`src/rtl/pipelined_rca_if.sv`:
```
// Streaming bus for pipelined_rca: operand beat in (valid/ready), result beat out (valid/ready).
//   slave  : used by the adder (consumes operands, produces results)
//   master : used by the producer/consumer side (testbench or surrounding datapath)
// Signals: in_valid/in_ready, a, b, cin, sub -> operand side
//          out_valid/out_ready, sum, cout, ovf -> result side
interface pipelined_rca_if #(
    parameter int unsigned WIDTH = 16
) ();
    logic             in_valid;
    logic             in_ready;
    logic [WIDTH-1:0] a;
    logic [WIDTH-1:0] b;
    logic             cin;
    logic             sub;
    logic             out_valid;
    logic             out_ready;
    logic [WIDTH-1:0] sum;
    logic             cout;
    logic             ovf;

    modport slave (
        input  in_valid, a, b, cin, sub, out_ready,
        output in_ready, out_valid, sum, cout, ovf
    );

    modport master (
        output in_valid, a, b, cin, sub, out_ready,
        input  in_ready, out_valid, sum, cout, ovf
    );
endinterface

```
`src/rtl/pipelined_rca.sv`:
```
// Pipelined ripple-carry adder/subtractor.
// The WIDTH-bit operands are split into STAGES chunks of CHUNK bits; stage k adds
// chunk k plus the carry registered by stage k-1. Latency is STAGES cycles,
// throughput one beat per cycle, global stall when the output is held.
// Ports:
//   clk    : clock, rising edge
//   rst_n  : asynchronous active-low reset
//   bus    : pipelined_rca_if slave (in_valid/in_ready/a/b/cin/sub, out_valid/out_ready/sum/cout/ovf)
//            in_ready is combinational (= advance); sum/cout/ovf/out_valid are registered.
module pipelined_rca #(
    parameter int unsigned WIDTH  = 16,
    parameter int unsigned STAGES = 4
) (
    input  logic           clk,
    input  logic           rst_n,
    pipelined_rca_if.slave bus
);
    localparam int unsigned CHUNK = WIDTH / STAGES;
    localparam int unsigned CW    = CHUNK + 1;
    localparam int unsigned LAST  = STAGES - 1;
    localparam int unsigned MSB   = WIDTH - 1;

    if ((STAGES == 0) || (WIDTH % STAGES != 0)) begin : g_bad_cfg
        $error("pipelined_rca: WIDTH must be a non-zero multiple of STAGES");
    end

    // Per-stage state: valid, skewed operands, partial result, chunk carry-out
    logic [STAGES-1:0] vld_q, vld_d;
    logic [STAGES-1:0] c_q,   c_d;
    logic [WIDTH-1:0]  a_q [STAGES];
    logic [WIDTH-1:0]  a_d [STAGES];
    logic [WIDTH-1:0]  b_q [STAGES];
    logic [WIDTH-1:0]  b_d [STAGES];
    logic [WIDTH-1:0]  s_q [STAGES];
    logic [WIDTH-1:0]  s_d [STAGES];
    logic              ovf_q, ovf_d;

    logic              advance_c;
    logic [WIDTH-1:0]  src_a, src_b, src_s;
    logic              src_c, src_v;
    logic [CHUNK:0]    chunk_c;

    // Next-state for every stage; stage 0 takes the preprocessed input beat
    always_comb begin
        advance_c = !vld_q[LAST] || bus.out_ready;
        vld_d     = vld_q;
        c_d       = c_q;
        a_d       = a_q;
        b_d       = b_q;
        s_d       = s_q;
        ovf_d     = ovf_q;
        src_a     = '0;
        src_b     = '0;
        src_s     = '0;
        src_c     = 1'b0;
        src_v     = 1'b0;
        chunk_c   = '0;

        for (int k = 0; k < STAGES; k++) begin
            if (k == 0) begin
                src_a = bus.a;
                src_b = bus.sub ? ~bus.b : bus.b;
                // sub ? ~cin : cin
                src_c = bus.sub ^ bus.cin;
                src_s = '0;
                src_v = bus.in_valid;
            end else begin
                src_a = a_q[k-1];
                src_b = b_q[k-1];
                src_c = c_q[k-1];
                src_s = s_q[k-1];
                src_v = vld_q[k-1];
            end
            chunk_c = CW'(src_a[k*CHUNK +: CHUNK]) + CW'(src_b[k*CHUNK +: CHUNK]) + CW'(src_c);
            a_d[k]  = src_a;
            b_d[k]  = src_b;
            s_d[k]  = src_s;
            s_d[k][k*CHUNK +: CHUNK] = chunk_c[CHUNK-1:0];
            c_d[k]  = chunk_c[CHUNK];
            vld_d[k] = src_v;
        end

        // Signed overflow from the operand MSBs carried to the final stage
        ovf_d = (a_d[LAST][MSB] == b_d[LAST][MSB]) && (s_d[LAST][MSB] != a_d[LAST][MSB]);
    end

    // Stage registers; the whole pipe (bubbles included) moves only on advance
    always_ff @(posedge clk or negedge rst_n) begin
        if (!rst_n) begin
            vld_q <= '0;
            c_q   <= '0;
            ovf_q <= 1'b0;
            for (int k = 0; k < STAGES; k++) begin
                a_q[k] <= '0;
                b_q[k] <= '0;
                s_q[k] <= '0;
            end
        end else if (advance_c) begin
            vld_q <= vld_d;
            c_q   <= c_d;
            ovf_q <= ovf_d;
            a_q   <= a_d;
            b_q   <= b_d;
            s_q   <= s_d;
        end
    end

    assign bus.in_ready  = advance_c;
    assign bus.out_valid = vld_q[LAST];
    assign bus.sum       = s_q[LAST];
    assign bus.cout      = c_q[LAST];
    assign bus.ovf       = ovf_q;
endmodule
```
`src/flat_wrapper.sv`:
```
// flat-port wrapper written by rule: the top's interface ports become plain ports
module pipelined_rca_flat 
#(
    parameter int unsigned WIDTH  = 16,
    parameter int unsigned STAGES = 4
)
  (clk, rst_n, bus_in_valid, bus_a, bus_b, bus_cin, bus_sub, bus_out_ready, bus_in_ready, bus_out_valid, bus_sum, bus_cout, bus_ovf);
  pipelined_rca_if #(.WIDTH(WIDTH)) bus_i ();
  input  logic clk;
  input  logic rst_n;
  input wire logic [$bits(bus_i.in_valid)-1:0] bus_in_valid;
  input wire logic [$bits(bus_i.a)-1:0] bus_a;
  input wire logic [$bits(bus_i.b)-1:0] bus_b;
  input wire logic [$bits(bus_i.cin)-1:0] bus_cin;
  input wire logic [$bits(bus_i.sub)-1:0] bus_sub;
  input wire logic [$bits(bus_i.out_ready)-1:0] bus_out_ready;
  output wire logic [$bits(bus_i.in_ready)-1:0] bus_in_ready;
  output wire logic [$bits(bus_i.out_valid)-1:0] bus_out_valid;
  output wire logic [$bits(bus_i.sum)-1:0] bus_sum;
  output wire logic [$bits(bus_i.cout)-1:0] bus_cout;
  output wire logic [$bits(bus_i.ovf)-1:0] bus_ovf;
  assign bus_i.in_valid = bus_in_valid;
  assign bus_i.a = bus_a;
  assign bus_i.b = bus_b;
  assign bus_i.cin = bus_cin;
  assign bus_i.sub = bus_sub;
  assign bus_i.out_ready = bus_out_ready;
  assign bus_in_ready = bus_i.in_ready;
  assign bus_out_valid = bus_i.out_valid;
  assign bus_sum = bus_i.sum;
  assign bus_cout = bus_i.cout;
  assign bus_ovf = bus_i.ovf;
  pipelined_rca #(.WIDTH(WIDTH), .STAGES(STAGES)) u_core (.clk(clk), .rst_n(rst_n), .bus(bus_i));
endmodule
```
`config.mk`:
```
export PLATFORM = sky130hd
export DESIGN_NAME = pipelined_rca_flat
export DESIGN_NICKNAME = d
export VERILOG_FILES = /design/src/rtl/pipelined_rca_if.sv /design/src/rtl/pipelined_rca.sv /design/src/flat_wrapper.sv
export SDC_FILE = /design/constraint.sdc
export NUM_CORES = 1
export LEC_CHECK = 0
export CAP_MARGIN = 15
export CORE_MARGIN = 1
export CORE_UTILIZATION = 40
export DETAILED_ROUTE_END_ITERATION = 10
export MAX_ROUTING_LAYER = met4
export SLEW_MARGIN = 20
export SYNTH_ARGS = -nofsm -noshare
export SYNTH_HDL_FRONTEND = slang
export SYNTH_SLANG_ARGS = --single-unit
```
`constraint.sdc`:
```
create_clock -name clk -period 2.1 [get_ports clk]
set_input_delay 0.315 -clock clk [delete_from_list [all_inputs] [get_ports clk]]
set_output_delay 0.315 -clock clk [all_outputs]
set_load 0.02 [all_outputs]
```
* Word level (Yosys, flattened, before mapping)
Cells that the tools add are included.
W data, S select, Z words.
** Storage, ports and cells
- Bits in registers :: 145
- Bits in writable memories :: 0
- Bits in latches :: 0
- Bits in read-only memories :: 0
- Memories kept :: 0
- Word-level logic and storage cells :: 29
- Input bits :: 38
** Operators by class
- Reduce and logical (&&, ||, !) cells :: 3
- Add/sub/neg operators :: 8
- Bitwise logic cells :: 2
- Shift operators :: 0
- Divide/modulo/power cells :: 0
- Multipliers :: 0
- Mux-type cells :: 1
- Equal/unequal tests :: 2
- $lt $le $gt $ge :: 0
** Operators with widths (number)
- $add A4 B4 Y5 :: 4
- $add A5 B1 Y5 :: 4
- $mux W16 :: 1
- $not A16 Y16 :: 1
- $eq A1 B1 Y1 :: 1
- $logic_and A1 B1 Y1 :: 1
- $logic_not A1 Y1 :: 1
- $logic_or A1 B1 Y1 :: 1
- $ne A1 B1 Y1 :: 1
- $xor A1 B1 Y1 :: 1

* Depth between registers and ports, before layout
- Depth after elaboration :: 4
- Gate-level depth with buffers :: 9
- Gate-level depth less buffers :: 7

* Worst setup path before layout
Ideal clock, no wire load.
- Path type :: in2reg
- Start point :: input bus_sub
- End point :: register u_core.s_q, in the netlist u_core.s_d[33]
- Setup slack :: 0.212 ns
- Library setup time :: 0.077 ns
- Buffers on the path :: 2
- Arrival :: 1.811 ns
- Stages :: 7
- Path through :: buf_4 > buf_4 > xor2_1 > fa_1 > inv_1 > fa_1 > a21oi_1
** On the way
- Word-level cells in the longest chain between the ends :: 3
** Ends and longest elaborated chain
- from (decl) :: RTL line flat_wrapper.sv:15 : input wire logic [$bits(bus_i.sub)-1:0] bus_sub;
- $mux W16 :: RTL line pipelined_rca.sv:62 : src_b = bus.sub ? ~bus.b : bus.b;
- $add A4 B4 Y5 :: RTL line pipelined_rca.sv:74 : chunk_c = CW'(src_a[k*CHUNK +: CHUNK]) + CW'(src_b[k*CHUNK +: CHUNK]) + CW'(src_c);
- $add A5 B1 Y5 * :: RTL line pipelined_rca.sv:74
- to (signal, indexed assignment) :: RTL line pipelined_rca.sv:96 : s_q[k] <= '0;
- to (signal assigned) :: RTL line pipelined_rca.sv:104 : s_q <= s_d;
- to (decl) :: RTL line pipelined_rca.sv:34 : logic [WIDTH-1:0] s_q [STAGES];
Every way passes the cells marked *; elsewhere a longest branch is shown, timed or not.
A chain may end at the register's enable or synchronous reset.

* Worst setup path after layout
- Start point :: input bus_out_ready
- End point :: output bus_in_ready
** On the way
- Word-level cells in the longest chain between the ends :: 1
** Ends and longest elaborated chain
- from (decl) :: RTL line flat_wrapper.sv:16 : input wire logic [$bits(bus_i.out_ready)-1:0] bus_out_ready;
- $logic_or A1 B1 Y1 :: RTL line pipelined_rca.sv:45 : advance_c = !vld_q[LAST] || bus.out_ready;
- to (decl) :: RTL line flat_wrapper.sv:17 : output wire logic [$bits(bus_i.in_ready)-1:0] bus_in_ready;
Every way passes these cells.

==> run metrics <==
CP endpoint kind output pin; P_leak 2.59 nW; core box area 10,400 um^2; DRC Markers 0; Post-DP HPWL 4910 um; global-route wire length before repair 13,300 um; PnR Total Power 7.24 mW; Final Wtd Congestion 0.760; DP Area 5050 um^2; Worst Setup SP bus_out_ready; post-route cell area 5260 um^2; Req. time, crit path 1780 ps; CTS Root Cell clkbuf_8; fin. max-slew vios 0; DP Cell Count 644; RSZ-0062 raised after global routing false; clock buffer count from CTS 9; sequential area share after synthesis 0.559; mapped cell area 4340 um^2; DIE AREA 11,300 um^2; measured slew at the worst slew-check pin 499 ps; Post CTS Setup Buffer Count 0; Ys Warns 0; Post-Syn Area per Cell 9.31 um^2; Hold Buf Count CTS 0; num rows 37; period utilisation layout 0.893; # clock sinks 97; Netlist cell types 26; status finished, final reports clean; worst rel slew slack 0.668; crit path launch type primary input; syn nets 524; TritonCTS clock tree done; Starting Density 0.417; IO Port Bufs 57; Finished Layout Cells 660; DR WL/cell 11.4 um; worst-path maximum fanout 2; largest net degree at the start of global routing 98; H-Tree Depth 3; worst min path class in2async; # IOs 58; starting DRC count in detailed routing 127; Longest Clk Path Bufs 2; Syn Inst Count 466; final hold vios 0; #FFs+latches synth 97; maximum vdd drop 0.426 mV; reg2reg start u_core.b_d[24]; initial antenna violation count 0; layout cells sized above 1 0.0477; f_max 0.533 GHz; drt first pass iters 4; clock-pin slew on the worst setup and hold paths 80 ps; die width 106 um; # diodes 0; antenna viol nets, final 0; Die Span Y 106 um; Final min period 1870 ps; total global routing overflow 0; total length of routed wires 7520 um; Worst Path Arrival 1560 ps; Pwr Density 1380 nW/um^2; vias in the first global route 2,934; vias per inst 4.54; worst skew pair latency 350 ps; GRT Overall Usage 0.154; vias 2,999; total negative slack 0 ps; Hold WS 2.59 ps; Layout area overhead 21.3%; Final setup viols 0; Final nets 577; CP Class in2out; post_cts resized 0; Clock Skew 5.01 ps; max cap viols 0
## path summary, 6_finish.rpt
check | endpoint | slack [ps] | depth (start not counted)
worst max-delay path | bus_in_ready | 230 | 4
worst min-delay path | u_core.vld_q[0] | 3 | 2
worst max register to register | u_core.c_q[2] | 250 | 5
worst min register to register | u_core.vld_q[2] | 460 | 2
max in group asynchronous | u_core.s_d[17] | 1720 | 2
min in group clk | u_core.vld_q[2] | 460 | 2
## area by class of cell
type	instances	area, um^2
Fill cell	1005	5150
Sequential cell	97	2430
Multi-Input combinational cell	330	1730
Timing Repair Buffer	65	666
Clock buffer	14	173
Tap cell	136	170
Inverter	16	60.1
Clock inverter	2	35.0
## power by group
| part | total [mW] | switching (mW) | internal (mW) | leakage, nW |
|---|---|---|---|---|
| Combinational | 2.83 | 1.56 | 1.27 | 1.31 |
| Clock | 1.24 | 0.594 | 0.649 | 0.107 |
| Sequential | 3.16 | 0.464 | 2.70 | 1.17 |
| Total | 7.24 | 2.62 | 4.61 | 2.59 |
## critical path: stages
cell and delay [ps]:
clkdlybuf4s50_1 500, nor2b_4 60, inv_2 80, clkdlybuf4s50_1 600
## Yosys cell counts
master / instances / area share
a211oi_1: 2 / 0.0035
nand2b_1: 1 / 0.0014
a21oi_1: 15 / 0.017
ha_1: 12 / 0.035
o21ai_0: 19 / 0.022
inv_1: 15 / 0.013
nor2_1: 13 / 0.011
clkbuf_1: 6 / 0.0052
buf_2: 10 / 0.012
nand3_1: 4 / 0.0046
buf_6: 1 / 0.0026
dfrtp_1: 97 / 0.56
fa_1: 8 / 0.037
o31ai_1: 1 / 0.0017
a21boi_0: 2 / 0.0035
inv_2: 1 / 0.00086
buf_4: 6 / 0.010
mux2i_1: 3 / 0.0069
o41ai_1: 1 / 0.0020
nor2b_1: 7 / 0.010
o2111ai_1: 3 / 0.0061
xor2_1: 9 / 0.018
a21o_1: 2 / 0.0035
or4_1: 3 / 0.0052
nand2_1: 213 / 0.18
xnor2_1: 12 / 0.024
## logic make-up (layout without fill, tap and decap cells)
logic type | Yosys count | count (layout) | synth area share
AOI/OAI and AO/OA | 45 | 45 | 0.0594
xor gates and xnor gates | 21 | 21 | 0.0424
adders and majority gates | 20 | 20 | 0.0715
buffers and inverters | 39 | 97 | 0.0435
DFF | 97 | 97 | 0.559
muxes | 3 | 3 | 0.00692
and+or+nand+nor | 241 | 241 | 0.217
## sequential cells by signal (all words and copies together), names as in the netlist
| register | flops |
|---|---|
| u_core.a_d | 20 |
| u_core.src_b | 4 |
| u_core.b_d | 20 |
| u_core.src_a | 4 |
| u_core.bus.sum | 16 |
| u_core.c_q | 4 |
| u_core.src_s | 12 |
| u_core.bus.ovf | 1 |
| u_core.s_d | 12 |
| u_core.vld_q | 4 |
## metal layers
| layer | wire length, um | GRT usage | vias up |
|---|---|---|---|
| li1 | - | - | 1561 |
| met1 | 3810 | 0.204 | 1378 |
| met2 | 3350 | 0.232 | 49 |
| met3 | 224 | 0.0245 | 11 |
| met4 | 139 | 0.0714 | 0 |
| met5 | 0 | - | - |
## through the flow
step,util,setup WS (ps)
floorplan,-,212
global placement,0.485,-29.6
detailed placement,0.485,-87.3
CTS,0.505,189
global route,0.505,159
finish,0.505,225
## layout by cell type (no fill, tap or decap), types with 8 or more instances in the layout
master / netlist / final
dfrtp_1: 97 / 97
clkbuf_8: 0 / 12
nand2_1: 213 / 213
o21ai_0: 19 / 19
inv_1: 15 / 15
xor2_1: 9 / 9
nor2_1: 13 / 13
xnor2_1: 12 / 12
fa_1: 8 / 8
clkdlybuf4s50_1: 0 / 56
ha_1: 12 / 12
a21oi_1: 15 / 15
Note: power is estimated with default switching activity, not from simulation.
